## src/rtl/keypad_entry_if.sv

```systemverilog
// Entry-word bus from the keypad scanner to the calculator core.
// Combinational bundle of wires; it adds no latency.
// No backpressure: the sink must take o_key_valid pulses as they come.
interface keypad_entry_if;
    logic        i_clear;
    logic [15:0] o_data;
    logic        o_key_valid;
    logic [3:0]  o_key_code;
    logic [2:0]  o_digit_count;

    modport master (
        input  i_clear,
        output o_data,
        output o_key_valid,
        output o_key_code,
        output o_digit_count
    );

    modport slave (
        output i_clear,
        input  o_data,
        input  o_key_valid,
        input  o_key_code,
        input  o_digit_count
    );
endinterface

```

## src/rtl/keypad_entry.sv

```systemverilog
// Scans a 4x4 hex keypad, debounces presses and shifts hex digits into a 16-bit word.
// Latency: o_key_valid fires N_debouncer+3 edges after the row pins first sample low.
// No backpressure: one o_key_valid pulse per accepted key, which the sink cannot stall.
module keypad_entry #(
    parameter int N_debouncer = 10,
    parameter int SCAN_DIV    = 1000
) (
    input  logic           clk,
    input  logic           resetN,
    input  logic [3:0]     i_rows,
    output logic [3:0]     o_cols,
    keypad_entry_if.master ent
);
    localparam int SW = (SCAN_DIV > 1) ? $clog2(SCAN_DIV) : 1;
    localparam int DW = $clog2(N_debouncer + 1);
    localparam logic [SW-1:0] SCAN_TC = SW'(SCAN_DIV - 1);
    localparam logic [DW-1:0] DEB_TC  = DW'(N_debouncer - 1);

    typedef enum logic [2:0] {
        SCAN      = 3'd0,
        DEBOUNCE  = 3'd1,
        ACCEPT    = 3'd2,
        RELEASE   = 3'd3,
        RDEBOUNCE = 3'd4
    } state_t;

    state_t        state;
    state_t        state_nxt;
    logic [3:0]    rows_meta;
    logic [3:0]    rs;
    logic [3:0]    cols;
    logic [3:0]    pat;
    logic [SW-1:0] scan_cnt;
    logic [DW-1:0] deb_cnt;
    logic [3:0]    key_code;
    logic [15:0]   data;
    logic [2:0]    count;
    logic          key_valid;

    // Lowest-index low row and the driven column select the key.
    function automatic logic [3:0] decode(input logic [3:0] rows, input logic [3:0] c_drv);
        logic [1:0] r;
        logic [1:0] c;
        logic [3:0] code;
        r    = 2'd0;
        c    = 2'd0;
        code = 4'h0;
        for (int i = 3; i >= 0; i--) begin
            if (!rows[i])  r = 2'(i);
            if (!c_drv[i]) c = 2'(i);
        end
        case ({r, c})
            4'h0: code = 4'h1;  4'h1: code = 4'h2;  4'h2: code = 4'h3;  4'h3: code = 4'hA;
            4'h4: code = 4'h4;  4'h5: code = 4'h5;  4'h6: code = 4'h6;  4'h7: code = 4'hB;
            4'h8: code = 4'h7;  4'h9: code = 4'h8;  4'hA: code = 4'h9;  4'hB: code = 4'hC;
            4'hC: code = 4'h0;  4'hD: code = 4'hF;  4'hE: code = 4'hE;  4'hF: code = 4'hD;
            default: code = 4'h0;
        endcase
        return code;
    endfunction

    // Rows idle high, so the synchronizer resets to "no key".
    always_ff @(posedge clk or negedge resetN) begin
        if (!resetN) begin
            rows_meta <= 4'hF;
            rs        <= 4'hF;
        end else begin
            rows_meta <= i_rows;
            rs        <= rows_meta;
        end
    end

    always_ff @(posedge clk or negedge resetN) begin
        if (!resetN) state <= SCAN;
        else         state <= state_nxt;
    end

    always_comb begin
        state_nxt = state;
        case (state)
            SCAN:      if (rs != 4'hF) state_nxt = DEBOUNCE;
            DEBOUNCE:  if (rs != pat) state_nxt = SCAN;
                       else if (deb_cnt == DEB_TC) state_nxt = ACCEPT;
            ACCEPT:    state_nxt = RELEASE;
            RELEASE:   if (rs == 4'hF) state_nxt = RDEBOUNCE;
            RDEBOUNCE: if (rs != 4'hF) state_nxt = RELEASE;
                       else if (deb_cnt == DEB_TC) state_nxt = SCAN;
            default:   state_nxt = SCAN;
        endcase
    end

    always_comb begin
        key_valid = (state == ACCEPT);
    end

    // Scan counter only runs in SCAN; any other state parks it at 0 so a return starts a fresh dwell.
    always_ff @(posedge clk or negedge resetN) begin
        if (!resetN) begin
            cols     <= 4'b1110;
            scan_cnt <= '0;
            deb_cnt  <= '0;
            pat      <= 4'hF;
            key_code <= 4'h0;
        end else begin
            scan_cnt <= '0;
            case (state)
                SCAN: begin
                    if (rs != 4'hF) begin
                        pat     <= rs;
                        deb_cnt <= '0;
                    end else if (scan_cnt == SCAN_TC) begin
                        cols <= {cols[2:0], cols[3]};
                    end else begin
                        scan_cnt <= scan_cnt + 1'b1;
                    end
                end
                DEBOUNCE: begin
                    if (rs == pat) begin
                        if (deb_cnt == DEB_TC) key_code <= decode(pat, cols);
                        else                   deb_cnt  <= deb_cnt + 1'b1;
                    end
                end
                RELEASE: deb_cnt <= '0;
                RDEBOUNCE: begin
                    if (rs == 4'hF && deb_cnt != DEB_TC) deb_cnt <= deb_cnt + 1'b1;
                end
                default: ;
            endcase
        end
    end

    // Clear beats a coincident accept; the FSM and key code are unaffected by it.
    always_ff @(posedge clk or negedge resetN) begin
        if (!resetN) begin
            data  <= 16'h0000;
            count <= 3'd0;
        end else if (ent.i_clear) begin
            data  <= 16'h0000;
            count <= 3'd0;
        end else if (state == ACCEPT) begin
            data <= {data[11:0], key_code};
            if (count != 3'd4) count <= count + 3'd1;
        end
    end

    assign o_cols            = cols;
    assign ent.o_data        = data;
    assign ent.o_key_valid   = key_valid;
    assign ent.o_key_code    = key_code;
    assign ent.o_digit_count = count;
endmodule

```

## src/flat_wrapper.sv

```systemverilog
// flat-port wrapper written by rule: the top's interface ports become plain ports
module keypad_entry_flat 
#(
    parameter int N_debouncer = 10,
    parameter int SCAN_DIV    = 1000
)
  (clk, resetN, i_rows, o_cols, ent_i_clear, ent_o_data, ent_o_key_valid, ent_o_key_code, ent_o_digit_count);
  keypad_entry_if ent_i ();
  input  logic clk;
  input  logic resetN;
  input  logic [3:0] i_rows;
  output logic [3:0] o_cols;
  input wire logic [$bits(ent_i.i_clear)-1:0] ent_i_clear;
  output wire logic [$bits(ent_i.o_data)-1:0] ent_o_data;
  output wire logic [$bits(ent_i.o_key_valid)-1:0] ent_o_key_valid;
  output wire logic [$bits(ent_i.o_key_code)-1:0] ent_o_key_code;
  output wire logic [$bits(ent_i.o_digit_count)-1:0] ent_o_digit_count;
  assign ent_i.i_clear = ent_i_clear;
  assign ent_o_data = ent_i.o_data;
  assign ent_o_key_valid = ent_i.o_key_valid;
  assign ent_o_key_code = ent_i.o_key_code;
  assign ent_o_digit_count = ent_i.o_digit_count;
  keypad_entry #(.N_debouncer(N_debouncer), .SCAN_DIV(SCAN_DIV)) u_core (.clk(clk), .resetN(resetN), .i_rows(i_rows), .o_cols(o_cols), .ent(ent_i));
endmodule
```

## config.mk

```make
export PLATFORM = sky130hd
export DESIGN_NAME = keypad_entry_flat
export DESIGN_NICKNAME = d
export VERILOG_FILES = /design/src/rtl/keypad_entry_if.sv /design/src/rtl/keypad_entry.sv /design/src/flat_wrapper.sv
export SDC_FILE = /design/constraint.sdc
export NUM_CORES = 1
export LEC_CHECK = 0
export ABC_AREA = 0
export BUFFER_PORTS_ARGS = -buffer_cell sky130_fd_sc_hd__buf_2
export CORE_UTILIZATION = 45
export CTS_CLUSTER_DIAMETER = 150
export DETAILED_ROUTE_END_ITERATION = 6
export PLACE_DENSITY = 0.7
export SYNTH_ARGS = -nofsm -noshare
export SYNTH_HDL_FRONTEND = slang
export SYNTH_SLANG_ARGS = --single-unit
```

## constraint.sdc

```tcl
create_clock -name clk -period 3.3 [get_ports clk]
set_input_delay 0.66 -clock clk [delete_from_list [all_inputs] [get_ports clk]]
set_output_delay 0.66 -clock clk [all_outputs]
set_load 0.02 [all_outputs]
```

---- After elaboration in Yosys (flattened, before gate mapping) ----
Memory sizes are Yosys's and may differ from the RTL's. A register that Yosys moved wholly into a read port is not among the register bits.
Index checks and enable logic that the tools add are counted.
operators by class
  equal/unequal tests ..................... 19
  bitwise gates (word level) .............. 1
  add/sub/neg operators ................... 3
  reduce and logical (&&, ||, !) cells .... 12
  multiplexer cells ....................... 34
operator list
  cell                   number
  $mux 16                2
  $mux 10                3
  $mux 2                 14
  $mux 3                 9
  $mux 4                 4
  $pmux 4 s4             1
  $pmux 3 s5             1
  $add 10x1->10 const B  1
  $eq 10x10->1 const B   1
  $eq 4x4->1 const B     2
  $ne 2x1->1 const B     4
  $ne 4x4->1 const B     2
  $eq 3x2->1 const B     2
  $ne 3x1->1 const B     2
  $reduce_and 3->1       2
  $reduce_and 5->1       1
  $add 4x1->4 const B    1
  $eq 4x4->1             1
  $ne 4x4->1             1
  $reduce_and 2->1       2
  $reduce_and 4->1       1
  $reduce_bool 2->1      2
  $reduce_bool 4->1      1
  $add 3x1->3 const B    1
  8 further kinds        8
storage, ports and cells
  output and inout bits ................... 28
  bits of input ports ..................... 7
  word-level logic and storage cells ...... 79
  bits in registers ....................... 52
  memory bits (read-only) ................. 64
  memories ................................ 1
memories
  memory            depth  bits a word  rd ports  clocked after memory_dff  wr ports  line                text
  (name not given)  16     4            1         1                         0         keypad_entry.sv:52  case ({r, c})

---- Depth between registers and ports, before layout ----
Gate-level depths: netlist of the first run.
  depth in word-level cells ............... 7
  depth in mapped cells ................... 8

---- Worst setup path after synthesis of the first run ----
Ideal clock, no wire load.
  path type ............................... reg2reg
  start ................................... register u_core.cols[2], in the netlist u_core.o_cols[2]
  end ..................................... register u_core.key_code[1], in the netlist u_core.ent.o_key_code[1]
  setup time .............................. 125 ps
  slack ................................... 1295 ps
  stages on the path, launching flop included .. 8
  buffers on the path ..................... 0
  required time ........................... 3175 ps
  arrival ................................. 1880 ps
  path through ............................ dfstp_2 -> nand2b_1 -> a21boi_0 -> inv_1 -> ha_1 -> mux2i_1 -> mux2i_1 -> mux2_2
on the way
  cells in the longest elaborated chain, start to end .. 6
ends and longest elaborated chain
  element                 line                 text
  start, declared         keypad_entry.sv:31   logic [3:0] cols;
  start signal, assigned  keypad_entry.sv:112  cols <= {cols[2:0], cols[3]};
  $mux 2 (3 in a row)     keypad_entry.sv:50   if (!c_drv[i]) c = 2'(i);
  $mux 2                  keypad_entry.sv:119  if (deb_cnt == DEB_TC) key_code <= decode(pat, cols);
  $mux 2                  keypad_entry.sv:118  if (rs == pat) begin
  $mux 2                  keypad_entry.sv:106  case (state)
  end, declared           keypad_entry.sv:35   logic [3:0] key_code;
No other way between the ends. The select of a mux whose other input is x is not followed.
A chain may end at the register's enable or synchronous reset.

---- Final worst setup path of the first run ----
  start ................................... register u_core.state[2]
  end ..................................... output port ent_o_key_valid
on the way
  cells in the longest elaborated chain, start to end .. 1
ends and longest elaborated chain
  element                 line                text
  start, declared         keypad_entry.sv:27  state_t state;
  start signal, assigned  keypad_entry.sv:75  else state <= state_nxt;
  $eq 3x2->1              keypad_entry.sv:93  key_valid = (state == ACCEPT);
  end, declared           flat_wrapper.sv:15  output wire logic [$bits(ent_i.o_key_valid)-1:0] ent_o_key_valid;
No other way between the ends.

==> results of run 1 <==
[worst reg2reg max path, delay by kind of cell, from the launching register on]
| kind | cells | cell delay [ns] |
|---|---|---|
| AO/OA/AOI/OAI | 1 | 0.43 |
| adder cells (fa/ha/maj) | 1 | 0.31 |
| buffers and inverters | 1 | 0.13 |
| flip-flops | 1 | 0.58 |
| multiplexers | 3 | 0.53 |
| AND/OR/NAND/NOR | 1 | 0.06 |
[cells in the final DEF (no fill, tap or decap), drive strengths merged]
cell type / instances
clkinv: 2
or2: 1
xnor2: 12
or3: 2
and4: 1
mux2i: 7
o21bai: 1
buf: 38
clkbuf: 6
nand4: 2
mux2: 6
nor4: 1
dfstp: 15
xor2: 2
nor3: 6
a32o: 1
clkinvlp: 1
o32ai: 1
and3: 5
ha: 9
dfrtp: 41
o2bb2ai: 1
and4b: 1
o21ai: 8
nand3: 7
nand4b: 1
a21oi: 25
inv: 6
nand3b: 3
o22a: 4
nand2: 41
a21boi: 3
nand2b: 3
nor2: 23
[cells in the mapped netlist (all sizes together) (2+ instances only)]
cell     n
o22a     4
mux2i    7
nand3b   3
ha       9
nor3     6
mux2     6
nand3    7
o21ai    8
xor2     2
a21oi   25
nand2b   3
clkbuf   3
buf      5
a21boi   3
inv      6
dfstp   15
nor2    23
xnor2   12
nand2   41
and3     5
or3      2
nand4    2
dfrtp   41
[state kept, by name, indices dropped and copies added (netlist names)]
name / cells
u_core.deb_cnt: 4
u_core.ent.o_data: 16
u_core.ent.o_digit_count: 3
u_core.ent.o_key_code: 4
u_core.o_cols: 4
u_core.pat: 4
u_core.rows_meta: 4
u_core.rs: 4
u_core.scan_cnt: 10
u_core.state: 3
[area by class of cell]
class | count | area share
clock buffer | 6 | 0.0246
clock inverter | 2 | 0.00551
inverter | 7 | 0.00890
multi-input combinational | 177 | 0.382
sequential | 56 | 0.481
tap | 72 | 0.0305
timing repair buffer | 38 | 0.0678
[routing by layer]
layer | vias to the layer above | GRT usage | routed length, um
met4 | 0 | 0.0370 | 29
met2 | 34 | 0.277 | 2190
li1 | 917 | - | -
met1 | 902 | 0.221 | 2170
met3 | 4 | 0.0419 | 160
met5 | - | 0 | 0
[power groups by stage]
stage,Sequential (mW),Combinational [mW],Clock (mW)
2_1_floorplan,0.812,0.317,0
3_3_place_gp,0.834,0.349,0
3_5_place_dp,0.836,0.352,0
4_1_cts,0.825,0.353,0.378
5_1_grt,0.835,0.400,0.414
6_report,0.825,0.349,0.367
[cells by family (layout without fill, tap and decap cells)]
family	count (synthesis)	count (layout)	share of synthesized area
and+or+nand+nor	97	97	0.181
buffers and inverters	15	53	0.0286
xor gates and xnor gates	14	14	0.0468
AOI/OAI and AO/OA	44	44	0.106
DFF	56	56	0.542
adders and majority gates	9	9	0.0430
muxes	13	13	0.0525
[path summary, 6_finish.rpt]
kind | to | slack (ns) | startpoint | depth (start not counted)
max in group asynchronous | u_core.pat[1] | 2.28 | resetN | 2
setup reg to reg | u_core.ent.o_key_code[1] | 1.15 | u_core.o_cols[2] | 7
min in group clk | u_core.rs[0] | 0.36 | u_core.rows_meta[0] | 0
hold / removal | u_core.ent.o_data[6] | 0.32 | resetN | 1
setup / recovery | ent_o_key_valid | 1.13 | u_core.state[2] | 5
hold reg to reg | u_core.rs[0] | 0.36 | u_core.rows_meta[0] | 0
[stage by stage]
step | instances | utilization
6_report | 358 | 0.530
5_1_grt | 358 | 0.530
4_1_cts | 358 | 0.530
3_5_place_dp | 350 | 0.514
3_3_place_gp | 350 | 0.514
2_1_floorplan | 248 | -
==> results, run 1 <==
- In this run, the number of DRC markers left after iteration 0 of detailed routing was 101.
- Clock tree synthesis selected as its root buffer the cell sky130_fd_sc_hd__clkbuf_8.
- The data arrival time of the critical path is between 1.5 and 2 ns.
- The level count of the clock H-tree is 2.
- The reported max-cap violation count is 0.
- Synthesis handed over a netlist of ~250 instances.
- The number of sinks handled by clock tree synthesis is 56.
- The highest clock rate is between 400 and 500 MHz.
- The power per unit of standard cell area is about 520 nW/um^2.
- Measured against its own limit, the worst slew margin works out to 0.621.
- The placeable core region is ~5600 um^2.
- Across all layers, the routed design uses between 1.5k and 2k vias.
- After detailed routing, the total wire length is around 4500 um.
- The sequential fraction of design power is 0.535.
- In this run the remaining antenna-violating nets after routing total 0.
- The boundary pin count is 35.
- The area growth from synthesis to layout is 12.6%.
- The class of the tightest hold or removal check is in2async.
- The clock insertion delay at the later pin of the skew report is about 0.3 ns.
- For the pin with the worst max-slew slack, the measured transition is 0.563 ns.
- The distinct cell type count of the synthesized netlist is 39.
- The number of antenna diodes is 0.
- Hold timing on the final database bottoms out at a slack of around 0.32 ns.
- The dominant synthesized flop cell is sky130_fd_sc_hd__dfrtp_1.
- The maximum number of buffers from clock root to sink is 2.
- In this run, synthesis produced a sequential element count of 56.
- The run finished with clean final reports.
- Clock-pin slew was measured on the worst setup and hold paths at 0.10 ns.
- The number of buffers and inverters on the critical path is 3.
- The switching portion of total power is 0.300.
- The number of fill cells in the layout is 530.
- TritonCTS created 5 clock buffers.
- The final number of max-transition violations is 0.
- The initial antenna violation count is 0.
- The power dissipated by switching net loads is around 0.46 mW.
- The final instance area is between 2000 and 3000 um^2.
- The height of the die is 78.3 um.
- For the worst setup path, the data required time is 2.64 ns.
- The number of global-route vias before repair is between 1.5k and 2k.
- The standard-cell row count is 27.
- The detail-routed via count per cell is 5.19.
- For this run, the total global-route usage over all layers was measured as 0.167.
- Of the post-synthesis cell area, the dominant cell type holds 0.391.
- Entering global routing, the biggest net connects 25 pins.
- The synthesized area per cell is 10.6 um^2.
- The library cell occupying the most area in the post-synthesis netlist is sky130_fd_sc_hd__dfrtp_1.
- The peak ir drop on the vdd network is between 400 and 500 uV.
- Internal power comes to 1.08 mW.
- The worst clock skew is between 0.01 and 0.015 ns.
- TritonCTS built the clock tree.
- The total negative slack for setup checks is 0 ns.
- The total overflow left after global routing is 0.
- The die covers between 6000 and 7000 um^2.
- In the final layout, the share of cells above drive strength 1 is 0.269.
- The area occupied by registers is roughly 1400 um^2.
- The total of cells resized after clock tree synthesis is 0.
- The die is roughly 80 um wide.
- The number of enable-type register cells in the synthesized netlist is 0.
- The warning count from the yosys run is 0.
- Setup repair after global routing left no endpoint under its margin.
- Of the total power, combinational logic draws 0.227.
- The number of detailed-routing iterations run before antenna repair is 4.
- The number of setup violations in the final report is 0.
- The first global-routing pass estimated 8140 um of wire.
- The type of destination of the critical path is an output port.
- The startpoint class of the critical path is a register.
- The path type of the worst setup path is reg2out.
- The congestion estimate from routability-driven global placement came to slightly above 0.8.
- The routed length per placed instance is about 13 um.
- The combined area of all synthesized cells is ~2600 um^2.
- The clock period minus worst slack is approximately 2.2 ns.
- Counting flops with an async set or reset pin after synthesis yields a share of 1.00.
- Among cell families on the critical path, the largest total delay comes from flip-flops.
- Dividing the final minimum period by the clock period gives 0.658.
- The initial core utilization is 0.470.
- Buffers inserted to repair hold after CTS numbered 0.
- Summing all multi-input logic gate instances after layout gives ~1100 um^2.
- The number of buffers inserted by post-CTS setup repair is 0.
- The placed instance area is between 2000 and 3000 um^2.
- The net count of the finished layout is 301.
- The maximum single-stage delay on the critical path is between 0.5 and 0.6 ns.
- Along the worst path, the maximum fanout reaches 18.
- The number of nets in the synthesized netlist is ~260.
- The DRC violation count after routing is 0.
- The completed layout was analyzed and its total power is 1.54 mW.
- Ranked by total cell area, the synthesized netlist is headed by sky130_fd_sc_hd__dfrtp_1 39%, sky130_fd_sc_hd__dfstp_2 15%, sky130_fd_sc_hd__nand2_1 5.9%.
- After layout, the worst setup slack is between 1 and 1.5 ns.
- The slowest library cell on the worst path is sky130_fd_sc_hd__dfrtp_1.
- The total count of hold-check failures in the final report came to 0.
- Prior to clock tree synthesis, the placed netlist has a worst setup slack of approximately 1.2 ns.
- The port buffer count is 34.
- The relative contribution of the clock network to total power is 0.238.
- The post-detailed-placement half-perimeter wirelength is 3220 um.
- The register area share after synthesis is 0.542.
- The static leakage is between 1 and 1.5 nW.
- The signal on the critical path passes through nor2_1, nand2_1, buf_4, clkinv_1, buf_2.
Power figures use the tool's default switching activity.
==> run 2, diff against run 1 <==
- PLACE_DENSITY: 0.7 -> 0.72
- clock period: 3.3 -> 1.9 ns (I/O delays scaled with it)
==> results, run 2 (synthesis results as in run 1) <==
- The standard-cell row count is 27.
- Pin placement for this block handled 35 I/O pins.
- For this run the aggregate overflow at the end of global routing stands at 0.
- The end of the worst register-to-register path is u_core.ent.o_key_code[1].
- The number of buffers added by the clock tree synthesis step is 5.
- The die is 78.3 um wide.
- The number of buffer and inverter instances along the worst setup path is 1.
- The first-pass GRT wire length is slightly above 8000 um.
- The net count of the finished layout is 312.
- The cell chosen for the clock root is sky130_fd_sc_hd__clkbuf_8.
- The level count of the clock H-tree is 2.
- The DRC violation count after routing is 0.
- Setup slack closes at approximately 0.12 ns.
- The share of total power dissipated in the clock network is 0.239.
- After detailed routing, the average wire length per cell comes to approximately 12 um.
- The maximum number of buffers from clock root to sink is 2.
- The number of antenna diodes is 0.
- The final number of max-transition violations is 0.
- Summed over all failing endpoints, the final setup total negative slack is 0 ns.
- The worst register-to-register path has a setup slack of approximately 0.12 ns.
- The total length of routed met2 wires is 2220 um.
- Static timing analysis puts the maximum clock frequency at about 560 MHz.
- The fraction of power consumed by combinational cells is 0.246.
- The setup path with the least slack is of type reg2reg.
- The first detailed-routing pass ran for 5 iterations.
- The initial antenna violation count is 0.
- The total number of vias is ~1.9k.
- The TritonCTS clock tree is done.
- For the worst setup path, the data arrival time is roughly 2.0 ns.
- Signal routing reaches up to met4.
- In this run the worst path has a maximum fanout of 5.
- The class of the tightest hold or removal check is in2async.
- In this run the critical register-to-register path is launched from u_core.o_cols[2].
- The worst clock skew is around 0.009 ns.
- Relative to the synthesized area, the layout overhead comes to 16.9%.
- The initial core utilization is 0.470.
- In this run the power density over the cells is roughly 900 nW/um^2.
- The share of total power dissipated in sequential elements is 0.515.
- The static leakage is between 1 and 1.5 nW.
- The reported max-cap violation count is 0.
- The most used cell along the critical path is sky130_fd_sc_hd__mux2i_1.
- For this block, wires on met1 add up to about 2100 um.
- Of the total power, the share spent switching nets is 0.296.
- On the worst path, the slowest cell contributes a delay of 0.58 ns.
- The violation count after the first detailed-routing iteration is slightly below 100.
- OpenSTA, run right after detailed placement, puts the worst setup slack at between 0.1 and 0.15 ns.
- Summed over all nets, wire length on met3 after detailed routing comes to 173 um.
- The total count of hold-check failures in the final report is 0.
- The filler cells instantiated in the layout total 494.
- Using the TritonRoute via totals, the vias-per-cell ratio works out to slightly above 5.
- For the pin with the worst max-slew slack, the measured transition is between 0.5 and 0.6 ns.
- Routability-driven placement finished with a final weighted congestion of 0.804.
- The wire-length estimate of the detail-placed layout is about 3300 um.
- The slowest library cell on the worst path is sky130_fd_sc_hd__dfstp_2.
- The detail route stage leaves a number of antenna-violating nets equal to 0.
- Measured against its own limit, the worst slew margin works out to 0.635.
- The later pin in the worst-skew pair is clocked with a latency of around 0.31 ns.
- The number of global-route vias before repair is ~1.9k.
- After clock tree synthesis, the clock-pin slew on the worst setup and hold paths is approximately 0.1 ns.
- At the worst endpoint, the required time is about 2.1 ns.
- The area occupied by multi-input gates is 1140 um^2.
- The maximum number of pins on one net before global-route repair is 29.
- The number of sinks handled by clock tree synthesis is 56.
- The depth of the most critical reg-to-reg path is 7.
- The final wirelength is roughly 4600 um.
- Setup violations remaining at the end of the flow were counted as 0.
- The startpoint class of the critical path is a register.
- The floorplan step defined a core boundary enclosing roughly 5600 um^2.
- The share of post-route cells with drive strength above 1 is 0.306.
- The type of destination of the critical path is a register.
- The port buffer count is 34.
- The height of the die is about 78 um.
- The number of buffers inserted by hold repair at cts is 0.
- The library cells used most frequently in the layout, excluding fill and tap cells, are 41 x sky130_fd_sc_hd__nand2_1, 41 x sky130_fd_sc_hd__dfrtp_1, 34 x sky130_fd_sc_hd__buf_2.
- The area enclosed by the die boundary is around 6100 um^2.
- The power dissipated by switching net loads is 0.817 mW.
- For this run, the total global-route usage over all layers was measured as 0.171.
- The flip-flop count of the largest register, all copies and words added is 16.
- The internal portion of the total power is 1.94 mW.
- The clock period minus worst slack is 1.78 ns.
- The critical path goes through nand2b_1, a21boi_1, inv_1, ha_1, mux2i_1, mux2i_1, mux2_2.
- The worst-case IR drop observed on VDD is around 540 uV.
- Summing all flip-flop and latch instances after layout gives roughly 1400 um^2.
- The post-route clock period utilization is 0.935.
- Setup repair after global routing left no endpoint under its margin.
- In this design, the largest share of critical-path delay is due to flip-flops.
- The flow ran to the end, and the final reports show no timing, DRC or antenna violations.
run 2: layout make-up:
class | instances | area share
Sequential cell | 56 | 0.463
Clock buffer | 7 | 0.0282
Multi-Input combinational cell | 177 | 0.372
Clock inverter | 1 | 0.00245
Inverter | 7 | 0.00857
Tap cell | 72 | 0.0294
Timing Repair Buffer | 49 | 0.0963
run 2: timing repair:
item | 4_1_cts | 5_1_grt
hold endpoints to repair | 0 | 0
setup buffers | 0 | 1
gates resized for setup | 0 | 3
setup endpoints to repair | 0 | 6
run 2: how the worst max path moves through the flow:
stage / start / depth (start not counted) / slack [ns] / end
final: u_core.o_cols[2] / 7 / 0.12 / u_core.ent.o_key_code[1]
after detailed placement: u_core.scan_cnt[0] / 6 / 0.11 / u_core.o_cols[0]
after global placement: u_core.rs[3] / 4 / 0.16 / u_core.ent.o_key_code[1]
after floorplan: u_core.o_cols[2] / 7 / 0.009 / u_core.ent.o_key_code[1]
after global routing: u_core.o_cols[2] / 7 / 0.004 / u_core.ent.o_key_code[1]
after CTS: u_core.scan_cnt[0] / 6 / 0.1 / u_core.o_cols[0]
run 2: power by group through the flow:
| stage | Clock (mW) | Sequential (mW) | Combinational [mW] |
|---|---|---|---|
| 2_1_floorplan | 0 | 1.41 | 0.550 |
| 4_1_cts | 0.684 | 1.42 | 0.679 |
| 5_1_grt | 0.716 | 1.44 | 0.768 |
| 3_5_place_dp | 0 | 1.44 | 0.679 |
| 3_3_place_gp | 0 | 1.44 | 0.664 |
| 6_report | 0.659 | 1.42 | 0.678 |
run 2: per-layer routing:
layer  track usage  vias to the layer above
li1              -                      936
met1         0.210                      922
met2         0.295                       34
met3        0.0349                        7
met4        0.0667                        0
met5             0                        -
run 2: metrics by stage:
step	cells	hold WS (ns)	util	total power, mW	area (um^2)
after global routing	369	0.0845	0.550	2.92	3070
final	369	0.0483	0.550	2.76	3070
after global placement	360	0.346	0.529	2.10	2950
after CTS	368	0.0669	0.546	2.79	3040
after floorplan	248	0.0844	-	1.96	2620
after detailed placement	360	0.347	0.529	2.12	2950
